--- src/rtl/sram_bridge_pkg.sv ---
// Shared helpers for the subservient SRAM bridge.
// Holds the clog2 function and the derived-width helpers. The interface,
// the write-combining buffer and the top all use them, so the address split
// is computed the same way everywhere:
//   byte address = { bank (BANKW) | word (BANK_AW) | lane (OFFW) }
package sram_bridge_pkg;

    function automatic int clog2(input int value);
        int result;
        result = 0;
        for (int v = value - 1; v > 0; v = v >> 1) begin
            result++;
        end
        return result;
    endfunction

    // Number of byte lanes in one macro word.
    function automatic int byte_lanes(input int dw);
        return dw / 8;
    endfunction

    // Width of the byte-lane field at the bottom of a byte address.
    function automatic int off_width(input int dw);
        return clog2(dw / 8);
    endfunction

    // Width of the bank-select field at the top of a byte address.
    function automatic int bank_width(input int aw, input int dw, input int bank_aw);
        return aw - off_width(dw) - bank_aw;
    endfunction

    function automatic int num_banks(input int aw, input int dw, input int bank_aw);
        return 1 << bank_width(aw, dw, bank_aw);
    endfunction

endpackage

--- src/rtl/subservient_sram_bridge_if.sv ---
// Bundle between the subservient core / bank macros and the bridge.
// Core side : waddr, wdata, wen (byte writes), raddr, ren, rdata (byte reads),
//             pending (write buffer holds unflushed bytes).
// Macro side: csb0, wmask0, addr0, din0 (port 0, writes only),
//             csb1, addr1, dout1 (port 1, reads only; bank b at [b*DW +: DW]).
// Modport slave is the bridge; modport master is everything around it.
interface subservient_sram_bridge_if
    import sram_bridge_pkg::*;
#(
    parameter int AW      = 13,
    parameter int DW      = 32,
    parameter int BANK_AW = 8
);
    localparam int BW     = byte_lanes(DW);
    localparam int NBANKS = num_banks(AW, DW, BANK_AW);

    logic [AW-1:0]        waddr;
    logic [7:0]           wdata;
    logic                 wen;
    logic [AW-1:0]        raddr;
    logic                 ren;
    logic [7:0]           rdata;
    logic [NBANKS-1:0]    csb0;
    logic [BW-1:0]        wmask0;
    logic [BANK_AW-1:0]   addr0;
    logic [DW-1:0]        din0;
    logic [NBANKS-1:0]    csb1;
    logic [BANK_AW-1:0]   addr1;
    logic [NBANKS*DW-1:0] dout1;
    logic                 pending;

    modport slave (
        input  waddr, wdata, wen, raddr, ren, dout1,
        output rdata, csb0, wmask0, addr0, din0, csb1, addr1, pending
    );

    modport master (
        output waddr, wdata, wen, raddr, ren, dout1,
        input  rdata, csb0, wmask0, addr0, din0, csb1, addr1, pending
    );

endinterface

--- src/rtl/sram_wc_buffer.sv ---
// Write-combining buffer for the SRAM bridge.
// Collects byte writes to one word and hands the word out as a single masked
// macro write (flush). Also answers forwarding lookups for reads.
// Ports:
//   clk, rst            clock, asynchronous active-high reset
//   wen, waddr, wdata   byte write from the core
//   raddr               byte read address (forwarding lookup)
//   flush               buffer contents must be written to the macro this cycle
//   buf_word/data/mask  buffer contents, driven straight onto macro port 0
//   pending             buffer holds unflushed bytes
//   fwd_hit, fwd_byte   read address hits a buffered byte, and that byte
module sram_wc_buffer
    import sram_bridge_pkg::*;
#(
    parameter int AW = 13,
    parameter int DW = 32
)
(
    input  logic                           clk,
    input  logic                           rst,
    input  logic                           wen,
    input  logic [AW-1:0]                  waddr,
    input  logic [7:0]                     wdata,
    input  logic [AW-1:0]                  raddr,
    output logic                           flush,
    output logic [AW-off_width(DW)-1:0]    buf_word,
    output logic [DW-1:0]                  buf_data,
    output logic [byte_lanes(DW)-1:0]      buf_mask,
    output logic                           pending,
    output logic                           fwd_hit,
    output logic [7:0]                     fwd_byte
);
    localparam int BW   = byte_lanes(DW);
    localparam int OFFW = off_width(DW);
    localparam int WAW  = AW - OFFW;
    localparam int LW   = (OFFW > 0) ? OFFW : 1;

    logic           valid_reg, valid_next;
    logic [WAW-1:0] word_reg,  word_next;
    logic [DW-1:0]  data_reg,  data_next;
    logic [BW-1:0]  mask_reg,  mask_next;

    logic [WAW-1:0] w_word, r_word;
    logic [LW-1:0]  w_lane, r_lane;
    logic           merge;

    assign w_word = waddr[AW-1:OFFW];
    assign r_word = raddr[AW-1:OFFW];

    generate
        if (OFFW > 0) begin : g_lane
            assign w_lane = waddr[OFFW-1:0];
            assign r_lane = raddr[OFFW-1:0];
        end else begin : g_single_lane
            assign w_lane = '0;
            assign r_lane = '0;
        end
    endgenerate

    // A full word is never merged into: it goes out this cycle and any write
    // to the same word starts a fresh buffer.
    assign merge = wen && valid_reg && (word_reg == w_word) && !(&mask_reg);
    // Anything valid that is not being merged into leaves this cycle.
    assign flush = valid_reg && !merge;

    always_comb begin
        valid_next = valid_reg;
        word_next  = word_reg;
        data_next  = data_reg;
        mask_next  = mask_reg;
        if (wen) begin
            if (merge) begin
                data_next[w_lane*8 +: 8] = wdata;
                mask_next[w_lane]        = 1'b1;
            end else begin
                valid_next = 1'b1;
                word_next  = w_word;
                data_next  = {BW{wdata}};
                mask_next  = BW'(1) << w_lane;
            end
        end else if (flush) begin
            valid_next = 1'b0;
        end
    end

    always_ff @(posedge clk or posedge rst) begin
        if (rst) begin
            valid_reg <= 1'b0;
            word_reg  <= '0;
            data_reg  <= '0;
            mask_reg  <= '0;
        end else begin
            valid_reg <= valid_next;
            word_reg  <= word_next;
            data_reg  <= data_next;
            mask_reg  <= mask_next;
        end
    end

    // Lookup uses the buffer as held at the start of the cycle, so a
    // same-cycle write to the same byte is not seen by the read.
    assign fwd_hit  = valid_reg && (word_reg == r_word) && mask_reg[r_lane];
    assign fwd_byte = data_reg[r_lane*8 +: 8];

    assign buf_word = word_reg;
    assign buf_data = data_reg;
    assign buf_mask = mask_reg;
    assign pending  = valid_reg;

endmodule

--- src/rtl/subservient_sram_bridge.sv ---
// Bridge from the subservient core's byte-serial SRAM port to NBANKS banks of
// 1rw1r word-wide SRAM macros. Port 0 of each bank takes writes (combined in
// sram_wc_buffer), port 1 takes reads. Read data returns the cycle after the
// read strobe, taken from the buffer when it holds the byte, else from the
// macro.
// Ports:
//   i_clk, i_rst  clock, asynchronous active-high reset
//   bus           subservient_sram_bridge_if.slave (core and macro signals)
module subservient_sram_bridge
    import sram_bridge_pkg::*;
#(
    parameter int AW      = 13,
    parameter int DW      = 32,
    parameter int BANK_AW = 8
)
(
    input  logic                     i_clk,
    input  logic                     i_rst,
    subservient_sram_bridge_if.slave bus
);
    localparam int BW     = byte_lanes(DW);
    localparam int OFFW   = off_width(DW);
    localparam int BANKW  = bank_width(AW, DW, BANK_AW);
    localparam int NBANKS = num_banks(AW, DW, BANK_AW);
    localparam int WAW    = AW - OFFW;
    localparam int LW     = (OFFW > 0) ? OFFW : 1;
    localparam int BIW    = (BANKW > 0) ? BANKW : 1;

    logic           flush;
    logic [WAW-1:0] buf_word;
    logic [DW-1:0]  buf_data;
    logic [BW-1:0]  buf_mask;
    logic           pending;
    logic           fwd_hit;
    logic [7:0]     fwd_byte;

    sram_wc_buffer #(
        .AW (AW),
        .DW (DW)
    ) u_wc_buffer (
        .clk      (i_clk),
        .rst      (i_rst),
        .wen      (bus.wen),
        .waddr    (bus.waddr),
        .wdata    (bus.wdata),
        .raddr    (bus.raddr),
        .flush    (flush),
        .buf_word (buf_word),
        .buf_data (buf_data),
        .buf_mask (buf_mask),
        .pending  (pending),
        .fwd_hit  (fwd_hit),
        .fwd_byte (fwd_byte)
    );

    // ---------------- bank / lane decode ----------------
    logic [BIW-1:0] flush_bank, rd_bank;
    logic [LW-1:0]  rd_lane;

    generate
        if (BANKW > 0) begin : g_bank
            assign flush_bank = buf_word[WAW-1:BANK_AW];
            assign rd_bank    = bus.raddr[AW-1:AW-BANKW];
        end else begin : g_single_bank
            assign flush_bank = '0;
            assign rd_bank    = '0;
        end
        if (OFFW > 0) begin : g_lane
            assign rd_lane = bus.raddr[OFFW-1:0];
        end else begin : g_single_lane
            assign rd_lane = '0;
        end
    endgenerate

    // ---------------- port drive ----------------
    assign bus.addr0   = buf_word[BANK_AW-1:0];
    assign bus.wmask0  = buf_mask;
    assign bus.din0    = buf_data;
    assign bus.addr1   = bus.raddr[OFFW +: BANK_AW];
    assign bus.pending = pending;

    logic [DW-1:0] bank_dout [NBANKS];

    // Chip selects are gated by reset directly so they go inactive the moment
    // reset rises, even while the core is still strobing a read.
    generate
        for (genvar gi = 0; gi < NBANKS; gi++) begin : g_banks
            assign bus.csb0[gi]  = i_rst | ~(flush   & (flush_bank == BIW'(gi)));
            assign bus.csb1[gi]  = i_rst | ~(bus.ren & (rd_bank    == BIW'(gi)));
            assign bank_dout[gi] = bus.dout1[gi*DW +: DW];
        end
    endgenerate

    // ---------------- read return ----------------
    logic           rd_valid_reg;
    logic           rd_fwd_reg;
    logic [7:0]     rd_fwd_byte_reg;
    logic [BIW-1:0] rd_bank_reg;
    logic [LW-1:0]  rd_lane_reg;
    logic [7:0]     rdata_hold_reg;
    logic [DW-1:0]  rd_word;
    logic [7:0]     rdata_next;

    always_ff @(posedge i_clk or posedge i_rst) begin
        if (i_rst) begin
            rd_valid_reg    <= 1'b0;
            rd_fwd_reg      <= 1'b0;
            rd_fwd_byte_reg <= '0;
            rd_bank_reg     <= '0;
            rd_lane_reg     <= '0;
            rdata_hold_reg  <= '0;
        end else begin
            rd_valid_reg <= bus.ren;
            if (bus.ren) begin
                rd_fwd_reg      <= fwd_hit;
                rd_fwd_byte_reg <= fwd_byte;
                rd_bank_reg     <= rd_bank;
                rd_lane_reg     <= rd_lane;
            end
            // The macro output is only trusted in the cycle after its read,
            // so the returned byte is kept here for the idle cycles that follow.
            if (rd_valid_reg) begin
                rdata_hold_reg <= rdata_next;
            end
        end
    end

    always_comb begin
        rd_word    = bank_dout[rd_bank_reg];
        rdata_next = rdata_hold_reg;
        if (rd_valid_reg) begin
            rdata_next = rd_fwd_reg ? rd_fwd_byte_reg : rd_word[rd_lane_reg*8 +: 8];
        end
    end

    assign bus.rdata = rdata_next;

endmodule

--- src/flat_wrapper.sv ---
// flat-port wrapper written by rule: the top's interface ports become plain ports
module subservient_sram_bridge_flat import sram_bridge_pkg::*;
#(
    parameter int AW      = 13,
    parameter int DW      = 32,
    parameter int BANK_AW = 8
)
  (i_clk, i_rst, bus_waddr, bus_wdata, bus_wen, bus_raddr, bus_ren, bus_dout1, bus_rdata, bus_csb0, bus_wmask0, bus_addr0, bus_din0, bus_csb1, bus_addr1, bus_pending);
  subservient_sram_bridge_if #(.AW(AW), .DW(DW), .BANK_AW(BANK_AW)) bus_i ();
  input  logic i_clk;
  input  logic i_rst;
  input wire logic [$bits(bus_i.waddr)-1:0] bus_waddr;
  input wire logic [$bits(bus_i.wdata)-1:0] bus_wdata;
  input wire logic [$bits(bus_i.wen)-1:0] bus_wen;
  input wire logic [$bits(bus_i.raddr)-1:0] bus_raddr;
  input wire logic [$bits(bus_i.ren)-1:0] bus_ren;
  input wire logic [$bits(bus_i.dout1)-1:0] bus_dout1;
  output wire logic [$bits(bus_i.rdata)-1:0] bus_rdata;
  output wire logic [$bits(bus_i.csb0)-1:0] bus_csb0;
  output wire logic [$bits(bus_i.wmask0)-1:0] bus_wmask0;
  output wire logic [$bits(bus_i.addr0)-1:0] bus_addr0;
  output wire logic [$bits(bus_i.din0)-1:0] bus_din0;
  output wire logic [$bits(bus_i.csb1)-1:0] bus_csb1;
  output wire logic [$bits(bus_i.addr1)-1:0] bus_addr1;
  output wire logic [$bits(bus_i.pending)-1:0] bus_pending;
  assign bus_i.waddr = bus_waddr;
  assign bus_i.wdata = bus_wdata;
  assign bus_i.wen = bus_wen;
  assign bus_i.raddr = bus_raddr;
  assign bus_i.ren = bus_ren;
  assign bus_i.dout1 = bus_dout1;
  assign bus_rdata = bus_i.rdata;
  assign bus_csb0 = bus_i.csb0;
  assign bus_wmask0 = bus_i.wmask0;
  assign bus_addr0 = bus_i.addr0;
  assign bus_din0 = bus_i.din0;
  assign bus_csb1 = bus_i.csb1;
  assign bus_addr1 = bus_i.addr1;
  assign bus_pending = bus_i.pending;
  subservient_sram_bridge #(.AW(AW), .DW(DW), .BANK_AW(BANK_AW)) u_core (.i_clk(i_clk), .i_rst(i_rst), .bus(bus_i));
endmodule
--- config.mk ---
export PLATFORM = sky130hd
export DESIGN_NAME = subservient_sram_bridge_flat
export DESIGN_NICKNAME = d
export VERILOG_FILES = /design/src/rtl/sram_bridge_pkg.sv /design/src/rtl/subservient_sram_bridge_if.sv /design/src/rtl/sram_wc_buffer.sv /design/src/rtl/subservient_sram_bridge.sv /design/src/flat_wrapper.sv
export SDC_FILE = /design/constraint.sdc
export NUM_CORES = 1
export LEC_CHECK = 0
export CORE_AREA = 2 2 144 146
export CTS_CLUSTER_SIZE = 24
export DETAILED_ROUTE_END_ITERATION = 10
export DIE_AREA = 0 0 146 148
export GPL_TIMING_DRIVEN = 0
export PLACE_DENSITY = 0.77
export SLEW_MARGIN = 20
export SYNTH_ARGS = -nofsm -noshare
export SYNTH_HDL_FRONTEND = slang
export SYNTH_HIERARCHICAL = 1
export SYNTH_SLANG_ARGS = --single-unit
--- constraint.sdc ---
create_clock -name i_clk -period 6.3 [get_ports i_clk]
set_clock_uncertainty 0.1 [all_clocks]
set_input_delay 0.63 -clock i_clk [delete_from_list [all_inputs] [get_ports i_clk]]
set_output_delay 0.63 -clock i_clk [all_outputs]
set_load 0.01 [all_outputs]
======== Word level (Yosys, flattened, before mapping) ========
Cells that the tools add are included.
Widths: inputs -> output; s select.
operators by class
  multiplexer cells ....................... 15
  bitwise gates (word level) .............. 51
  order comparisons ....................... 4
  equality and inequality tests ........... 17
  add/sub/neg operators ................... 1
  divide/modulo/power cells ............... 0
  reduce and logical (&&, ||, !) cells .... 15
  shifts and indexed selects .............. 5
  multipliers ............................. 0
operators by type and width
  cell                     number
  $bmux 32 s3              1
  $mux 32                  3
  $shiftx 32x6->8          2
  $neg 5->34               1
  $shift 8x34->32 const A  1
  $shiftx 8x34->32         1
  $bwmux 32                1
  $eq 3x3->1 const B       8
  $eq 11x11->1             2
  $not 1->1                17
  $and 1x1->1              16
  $mux 8                   2
  $or 1x1->1               16
  $eq 3x2->1 const B       4
  $logic_and 1x1->1        7
  $eq 3x1->1 const B       2
  $logic_not 3->1          2
  $lt 2x3->1 const B       2
  $mux 1                   5
  $ge 4x4->1 const B       1
  $mux 4                   1
  $not 3->4                1
  $or 4x4->4               1
  $reduce_and 2->1         2
  8 further kinds          9
word-level totals
  ROM bits ................................ 0
  flip-flop bits (word level) ............. 71
  bits of input ports ..................... 294
  latch bits .............................. 0
  RAM bits ................................ 0
  memories ................................ 0

======== Logic depth before layout (Yosys ltp) ========
Gate-level depths: netlist of run 1.
  depth after elaboration ................. 8
  gate-level depth with buffers ........... 9
  depth with buffers taken out ............ 6

======== Hierarchy ========
The synthesis of run 1 kept the hierarchy.
by module, submodules not included
  module                   cells an instance  times used  seq. area each (µm²)  area each (µm²)
  subservient_sram_bridge  341                1           575.6                 3500.9
  sram_wc_buffer           184                1           1201.2                2527.4

======== Worst setup path before layout of run 1 ========
Ideal clock, no wire load.
  path kind ............................... in2out
  start ................................... input port bus_waddr[12]
  end ..................................... output port bus_csb0[4]
  stages on the path ...................... 6
  arrival time ............................ 1.887 ns
  slack ................................... 3.683 ns
  data required time ...................... 5.570 ns
  cell sequence ........................... xnor2_1 -> nand3_1 -> nor4_1 -> a21boi_0 -> nor2b_1 -> nand3_1
between the ends
  longest elaborated chain between the ends .. 8
RTL lines
  element                         line                           text
  start: declaration              flat_wrapper.sv:12             input wire logic [$bits(bus_i.waddr)-1:0] bus_waddr;
  $eq 11x11->1                    sram_wc_buffer.sv:62           assign merge = wen && valid_reg && (word_reg == w_word) && !(&mask_reg);
  $logic_and 1x1->1 (2 in a row)  sram_wc_buffer.sv:62
  $logic_not 1->1                 sram_wc_buffer.sv:64           assign flush = valid_reg && !merge;
  $logic_and 1x1->1               sram_wc_buffer.sv:64
  named net u_core.flush          subservient_sram_bridge.sv:29  logic flush;
  $and 1x1->1                     subservient_sram_bridge.sv:88  assign bus.csb0[gi] = i_rst | ~(flush & (flush_bank == BIW'(gi)));
  $not 1->1                       subservient_sram_bridge.sv:88
  $or 1x1->1                      subservient_sram_bridge.sv:88
  end: declaration                flat_wrapper.sv:19             output wire logic [$bits(bus_i.csb0)-1:0] bus_csb0;
The timed path passes the listed nets, and every way through them passes these cells.

======== Worst setup path in the final report of run 1 ========
Ends and elaborated chain as after synthesis.

==> results of run 1 <==
kinds of logic (layout without fill, tap and decap cells):
group	Yosys count	count (layout)
AOI/OAI and AO/OA	133	133
xor gates and xnor gates	22	22
adders and majority gates	4	4
buffers and inverters	52	438
DFF	71	71
muxes	120	120
other	0	3
and+or+nand+nor	123	123
path summary, 6_finish.rpt:
check / start / endpoint / slack, ps / cells after the start
min in group asynchronous: i_rst / u_core/u_wc_buffer/buf_data[13]$_DFFE_PP0P_ / 690 / 2
worst max-delay path: bus_waddr[12] / bus_csb0[4] / 2350 / 8
max in group asynchronous: i_rst / u_core/rd_fwd_byte_reg[5]$_DFFE_PP0P_ / 4620 / 2
worst min register to register: u_core/rd_fwd_byte_reg[3]$_DFFE_PP0P_ / u_core/rd_fwd_byte_reg[3]$_DFFE_PP0P_ / 410 / 1
worst min-delay path: u_core/rd_fwd_byte_reg[3]$_DFFE_PP0P_ / u_core/rd_fwd_byte_reg[3]$_DFFE_PP0P_ / 410 / 1
worst max register to register: u_core/u_wc_buffer/buf_word[10]$_DFFE_PP0P_ / u_core/u_wc_buffer/buf_data[28]$_DFFE_PP0P_ / 3770 / 4
per-stage QoR:
stage / hold WS, ps / worst slack, ps / cell area, sq um / instances / utilization
global route: 423 / 2190 / 10400 / 1184 / 0.518
floorplan: 378 / 3680 / 6030 / 525 / -
finish: 411 / 2350 / 10400 / 1184 / 0.518
CTS: 413 / 2350 / 10400 / 1181 / 0.518
detailed placement: 397 / 2370 / 10100 / 1165 / 0.503
global placement: 387 / 2410 / 10100 / 1164 / 0.502
layout by cell type (no fill, tap or decap), types with 11 or more instances in the layout:
cell,count
clkbuf_1,16
nand2_1,40
buf_4,11
nor2b_1,11
clkdlybuf4s50_1,369
mux4_1,15
nor2_1,17
mux2i_1,50
xnor2_1,17
mux2_2,23
nand4_1,11
o2bb2ai_1,32
dfrtp_1,71
a22oi_1,27
a21oi_1,12
mux4_2,32
area by class of cell:
class	count	area, sq um
buffer	44	302
timing repair buffer	370	3710
multi-input combinational	402	3920
inverter	8	30.0
sequential	71	1780
antenna	3	7.51
clock buffer	9	225
clock inverter	7	66.3
tap	270	338
fill	1842	9660
power breakdown:
group	leakage [nW]	switching, mW	internal (mW)
sequential	0.854	0.0460	0.509
clock	0.135	0.214	0.274
combinational	2.99	0.312	0.435
routing by layer:
metal	wire [microns]	track usage	part of all wire
met1	10400	0.288	0.38
met4	711	0.0888	0.026
met3	2090	0.0540	0.075
met2	14400	0.455	0.52
met5	31	0	0.0011
==> impl_metrics.toml, run 1 <==
[clock_network]
cts_buffers = 9
cts-root-buf = "clkbuf_16"
ctsHoldBuffers = 0
htreeDepth = 3
clock-sinks = 71
clkLatencyLatePin_ps = 340
post_cts_buffers = 0
clk_pin_slew_ps = 60
cts_tree = "yes"
clk_path_buf_depth = 2
post_cts_resize_count = 0

[critical_path]
crit_required_ps = 5570
critPathArrivalTime_ps = 3220
critical_path.max_fanout = 6
crit_path_cell_trace = "clkdlybuf4s50_1, xnor2_1, nand3_1, nor4_1, a21boi_0, nor2b_1, nand3_1, clkdlybuf4s50_1"
critical_path_buf_inv_count = 2
cpPeakStageDelay_ps = 540
cp-start-kind = "input pin"
critPathTopFamily = "simple AND/OR/NAND/NOR gates"
critPathKind = "input pin to output pin"
slowest_stage = "clkdlybuf4s50_1"
crit_path_end_kind = "output pin"

[finish]
largest_register_ffs = 32
drive_above_1_share = 0.128
num-nets-final = 1204
area_growth_pct = 72.2

[drt]
wire_per_inst_microns = 23.4
first_pass_iters = 4
vias = 6375
drc = 0
wl_microns = 27700
routed_via_density = 5.38
first_iter_violations = 311
drtAntennaViolNets = 0

[min_path]
min_path_type = "flip-flop to flip-flop"

[synth]
synth_top_family_by_area = "multiplexers"
yosysMostFrequentCell = "dfrtp_1"
yosys-top-cells-count = "dfrtp_1, mux2i_1, nand2_1, mux4_2, o2bb2ai_1"
yosysSeqAreaShare = 0.295
yosys_register_bits = 71
synth_top_area_frac = 0.295
synth_simple_gate_area_frac = 0.117
synthTopCellsByArea = "dfrtp_1, mux4_2, mux2i_1"
synth_edf_count = 0
synth_cell_type_count = 58
synth_xor_area_frac = 0.0332
synthMuxAreaShare = 0.311
synth_nets = 823
yosys.area.top_type = "dfrtp_1"
synthArstFlopShare = 1.00
synth_compound_area_frac = 0.181
avgSynthCellArea_sq_um = 11.5
synth_cells = 525
netlist_area_sq_um = 6030
yosys.area_share.adder = 0.00830
yosysWarnings = 6
synthFlopType = "dfrtp_1"

[timing]
max_freq_ghz = 0.253
setup_viol = 0
hold_violations = 0
post-route-period-util = 0.627
worst_pin_slew_ps = 1050
max-slew-margin-rel = 0.294
fin_crit_ps = 3950
fin_tns_setup_ps = 0
slew_viol_final = 0
rsz0062_at_grt = "false"

[die]
rows = 52
die_w_microns = 146
core_sq_um = 20000
start_util = 0.301
dieArea_sq_um = 21600
ios = 371
die_h_microns = 148

[global_route]
grt_max_degree = 35
first_global_vias = 6830
grt_pass1_wl_microns = 40800
grt_overflow_total = 0
grt_usage = 0.249
antenna_found_initial = 5

[power_and_ir_drop]
pwr_density_cell_nw_per_um2 = 172
totalPowerFinal_mw = 1.79
vdd.ir_drop.worst_uv = 128
p_leak_nw = 3.98

[placement]
place.gp.congestion = 0.891
place_hpwl_microns = 23400
io_buffers = 369

[run_status]
status = "completed"

[flow_run]
cap_violations = 0
(Power assumes the default switching activity.)
==> run 2: changes to the inputs <==
- CORE_AREA: 2 2 144 146 -> 2 2 143 145
- DIE_AREA: 0 0 146 148 -> 0 0 145 147
- PLACE_DENSITY: 0.77 -> 0.8
- clock period: 6.3 -> 3.3 ns (I/O delays scaled with it)
==> run 2 against run 1 <==
Sequential power rose by 93%; hold slack got worse by 130 ps; sequential share of layout area decreased by 0.28 points; critical path depth is 1 higher; combinational power rose by 95%; clock power grew 100%; critical path type is now flip-flop to output pin; critical endpoint is now bus_rdata[3]; largest cell class unchanged; highest routed layer is now met4.
==> impl_metrics.toml, run 2 (synthesis results as in run 1) <==
[clock_network]
ctsHoldBuffers = 0
htreeDepth = 3
cts_buffers = 9
cts-root-buf = "clkbuf_16"
clk_path_buf_depth = 2
clkLatencyLatePin_ps = 330
clock-sinks = 71
clk_pin_slew_ps = 60
cts_tree = "yes"

[timing]
setup_viol = 0
worst_pin_slew_ps = 1150
slew_viol_final = 0
holdWs_ps = 285
fin_crit_ps = 3180
max_freq_ghz = 0.314
post-route-period-util = 0.965
hold_violations = 0
fin_tns_setup_ps = 0
max-slew-margin-rel = 0.228

[finish]
drive_above_1_share = 0.153
largest_register_ffs = 32
area_growth_pct = 75.0
final_cell_mix = "clkdlybuf4s50_1, dfrtp_1, mux2i_1"
num-nets-final = 1207
final_common_cell = "clkdlybuf4s50_1"

[drt]
first_iter_violations = 394
wire_per_inst_microns = 23.3
vias = 6430
routed_via_density = 5.40
drtAntennaViolNets = 0
wl_microns = 27800
first_pass_iters = 5
drc = 0

[critical_path]
rr_startpoint = "u_core/u_wc_buffer/buf_word[2]$_DFFE_PP0P_"
crit_top_cell = "buf_12"
slowest_stage = "clkdlybuf4s50_1"
cp-start-kind = "flip-flop"
cpPeakStageDelay_ps = 580
critical_path.max_fanout = 10
critical_path_buf_inv_count = 4
crit_path_end_kind = "output pin"
crit_path_cell_trace = "buf_6, buf_12, buf_12, nor2b_2, a22oi_1, a21oi_1, o31a_1, nor2_1, clkdlybuf4s50_1"
critPathArrivalTime_ps = 2750
crit_required_ps = 2870
critPathLaunch = "u_core/rd_bank_reg[0]$_DFFE_PP0P_"
critPathTopFamily = "buffers and inverters"
critPathKind = "flip-flop to output pin"

[global_route]
grt_usage = 0.254
antenna_found_initial = 8
grt_overflow_total = 0
grt_pass1_wl_microns = 40800
grt_max_degree = 31
first_global_vias = 6559

[power_and_ir_drop]
totalPowerFinal_mw = 3.51
vdd.ir_drop.worst_uv = 265
pwr_density_cell_nw_per_um2 = 333
p_leak_nw = 4.07

[run_status]
status = "completed"

[die]
die_h_microns = 147
ios = 371
core_sq_um = 19800
start_util = 0.304
dieArea_sq_um = 21300
die_w_microns = 145
rows = 52

[min_path]
hp-start = "bus_wen"
min_path_type = "input pin to flip-flop"

[placement]
place_hpwl_microns = 23000
io_buffers = 369
place.gp.congestion = 0.945

[flow_run]
cap_violations = 0
run 2: changes by cell type in the layout (fill, tap and decap cells not counted), sizes merged:
cell and delta:
dlymetal6s2s +3, clkdlybuf4s50 -3, clkinv -2, buf +2, inv +1, diode +4
bufinv +1, clkbuf +1
run 2: cell type report:
class | instances | area (sq um)
diodes | 7 | 17.5
repair buffers | 373 | 3740
well taps | 270 | 338
inverters | 8 | 31.3
clock buffers | 9 | 225
clock inverters | 7 | 78.8
flip-flops and latches | 71 | 1780
fillers | 1752 | 9300
multi-input cells | 402 | 4020
plain buffers | 44 | 320
run 2: metal layers:
| metal | wire (microns) | GRT usage | vias up |
|---|---|---|---|
| met5 | 0 | 0 | - |
| met4 | 1050 | 0.105 | 0 |
| met3 | 2520 | 0.0717 | 64 |
| met2 | 14100 | 0.452 | 400 |
| met1 | 10100 | 0.288 | 3072 |
| li1 | - | - | 2894 |
run 2: worst paths after layout:
check	slack, ps	cells after the start	to
max reg2reg	860	4	u_core/u_wc_buffer/buf_data[16]$_DFFE_PP0P_
min in group asynchronous	420	2	u_core/u_wc_buffer/buf_word[8]$_DFFE_PP0P_
min	280	2	u_core/u_wc_buffer/pending$_DFFE_PP0P_
max	120	9	bus_rdata[3]
min reg2reg	410	1	u_core/rd_fwd_byte_reg[4]$_DFFE_PP0P_
max in group asynchronous	1910	2	u_core/rd_bank_reg[0]$_DFFE_PP0P_
run 2: stage by stage:
step	std cells	setup slack [ps]	util	area, sq um
final	1191	116	0.532	10500
after global routing	1191	-6.85	0.532	10500
after CTS	1181	17.1	0.526	10400
after detailed placement	1165	4.76	0.508	10100
after global placement	1164	45.4	0.507	10100
after floorplan	525	1140	-	6030
run 2: report_power, final:
group	switching [mW]	internal, mW
registers	0.0934	0.972
clock network	0.398	0.594
logic	0.608	0.848
run 2: worst reg2reg max path, cell delays in order (launching register included):
cell and delay [ps]:
dfrtp_1 420, xnor2_1 340, nand4_4 230, o41ai_2 1080, o2bb2ai_1 200
run 2: what timing repair did:
item / 4_1_cts / 5_1_grt
endpoints found under the setup margin: 10 / 11
gates resized for setup: 14 / 18
pin swaps: 0 / 7
setup buffers: 0 / 3
endpoints found under the hold margin: 0 / 0
==> run 3: changes to the inputs <==
- SKIP_CTS_REPAIR_TIMING: default -> 1
==> run 3 against run 2 <==
Non-clock buffer count unchanged; critical path depth unchanged; routed wire length down 0.11%; register-to-register slack worse by 50 ps; sequential cell count unchanged.
==> impl_metrics.toml, run 3 (synthesis results as in run 1) <==
[run_status]
status = "completed"

[placement]
dpl_cell_area_sq_um = 10100
dp_slack_ps = 4.76
place_hpwl_microns = 23000
place.gp.congestion = 0.945
io_buffers = 369
place_inst = 1165

[critical_path]
timing.rr.end = "u_core/u_wc_buffer/buf_data[16]$_DFFE_PP0P_"
crit_path_end_kind = "output pin"
critPathArrivalTime_ps = 2770
critPathKind = "flip-flop to output pin"
cp-start-kind = "flip-flop"
rr_worst_depth = 4
rr_startpoint = "u_core/u_wc_buffer/buf_word[2]$_DFFE_PP0P_"
crit_required_ps = 2870
rrSetupSlack_ps = 810
critical_path.max_fanout = 10

[finish]
area_growth_pct = 75.0
stdcell_area_sq_um = 10600
num-nets-final = 1207
final_util = 0.532
final_cell_mix = "clkdlybuf4s50_1, dfrtp_1, mux2i_1"
layout.cells.non_filler = 1192
largest_register_ffs = 32
final_common_cell = "clkdlybuf4s50_1"
drive_above_1_share = 0.151
fill_cells = 1747

[drt]
routed_via_density = 5.34
wl_microns = 27800
wire_per_inst_microns = 23.3
first_iter_violations = 420
drtAntennaViolNets = 0
first_pass_iters = 7
vias = 6364
drc = 0

[clock_network]
htreeDepth = 3
cts-root-buf = "clkbuf_16"
cts_buffers = 9
clk_path_buf_depth = 2
clkLatencyLatePin_ps = 330
clock-sinks = 71
clk_pin_slew_ps = 60
cts_tree = "yes"

[timing]
worst_pin_slew_ps = 1200
fin_crit_ps = 3200
max-slew-margin-rel = 0.188
fin_ws_ps = 101
post-route-period-util = 0.970
hold_violations = 0
max_freq_ghz = 0.313
setup_viol = 0
slew_viol_final = 0
fin_tns_setup_ps = 0
holdWs_ps = 286

[die]
die_h_microns = 147
dieArea_sq_um = 21300
start_util = 0.304
rows = 52
die_w_microns = 145
core_sq_um = 19800
ios = 371

[flow_run]
cap_violations = 0

[global_route]
grt_max_degree = 31
antenna_found_initial = 8
grt_usage = 0.254
first_global_vias = 6550
grt_overflow_total = 0
grt_pass1_wl_microns = 40800

[power_and_ir_drop]
totalPowerFinal_mw = 3.52
vdd.ir_drop.worst_uv = 264
pwr_density_cell_nw_per_um2 = 333
p_leak_nw = 4.06

[min_path]
holdPathStages = 2
min_path_type = "input pin to flip-flop"
hp-start = "bus_wen"
holdPathEnd = "u_core/u_wc_buffer/pending$_DFFE_PP0P_"
-- run 3: worst max path at each step --
stage / from / end / slack [ps]
global route: u_core/rd_bank_reg[0]$_DFFE_PP0P_ / bus_rdata[3] / -6
finish: u_core/rd_bank_reg[0]$_DFFE_PP0P_ / bus_rdata[3] / 100
detailed placement: bus_waddr[12] / bus_csb0[4] / 5
CTS: u_core/rd_bank_reg[2]$_DFFE_PP0P_ / bus_rdata[0] / -170
global placement: bus_waddr[12] / bus_csb0[6] / 50
floorplan: u_core/u_wc_buffer/buf_word[4]$_DFFE_PP0P_ / bus_csb0[4] / 1140
-- run 3: metal layers --
| metal | wire length (microns) | track usage | vias up |
|---|---|---|---|
| met4 | 899 | 0.0985 | 0 |
| met3 | 2390 | 0.0696 | 47 |
| met1 | 10200 | 0.289 | 3034 |
| met2 | 14300 | 0.455 | 391 |
| met5 | 0 | 0 | - |
| li1 | - | - | 2892 |
-- run 3: report_power, final --
group          internal [mW]  leakage (nW)  switching (mW)
clock                  0.594         0.144           0.398
sequential             0.972         0.854          0.0927
combinational          0.848          3.07           0.610
total                   2.41          4.06            1.10
-- run 3: layout make-up --
class                   instances  area, sq um  share of cell area
clock buffers                   9          225              0.0213
plain buffers                  44          328              0.0311
repair buffers                373         3740               0.355
flip-flops and latches         71         1780               0.168
clock inverters                 7         78.8             0.00747
multi-input cells             402         4010               0.380
inverters                       8         33.8             0.00320
well taps                     270          338              0.0320
diodes                          8         20.0             0.00190
-- run 3: worst max-delay path, cell delays in order (launching register included) --
cell,delay [ps]
dfrtp_1,370
buf_6,150
buf_12,150
buf_12,150
nor2b_2,210
a22oi_1,210
a21oi_1,110
o31a_1,340
nor2_1,170
clkdlybuf4s50_1,580
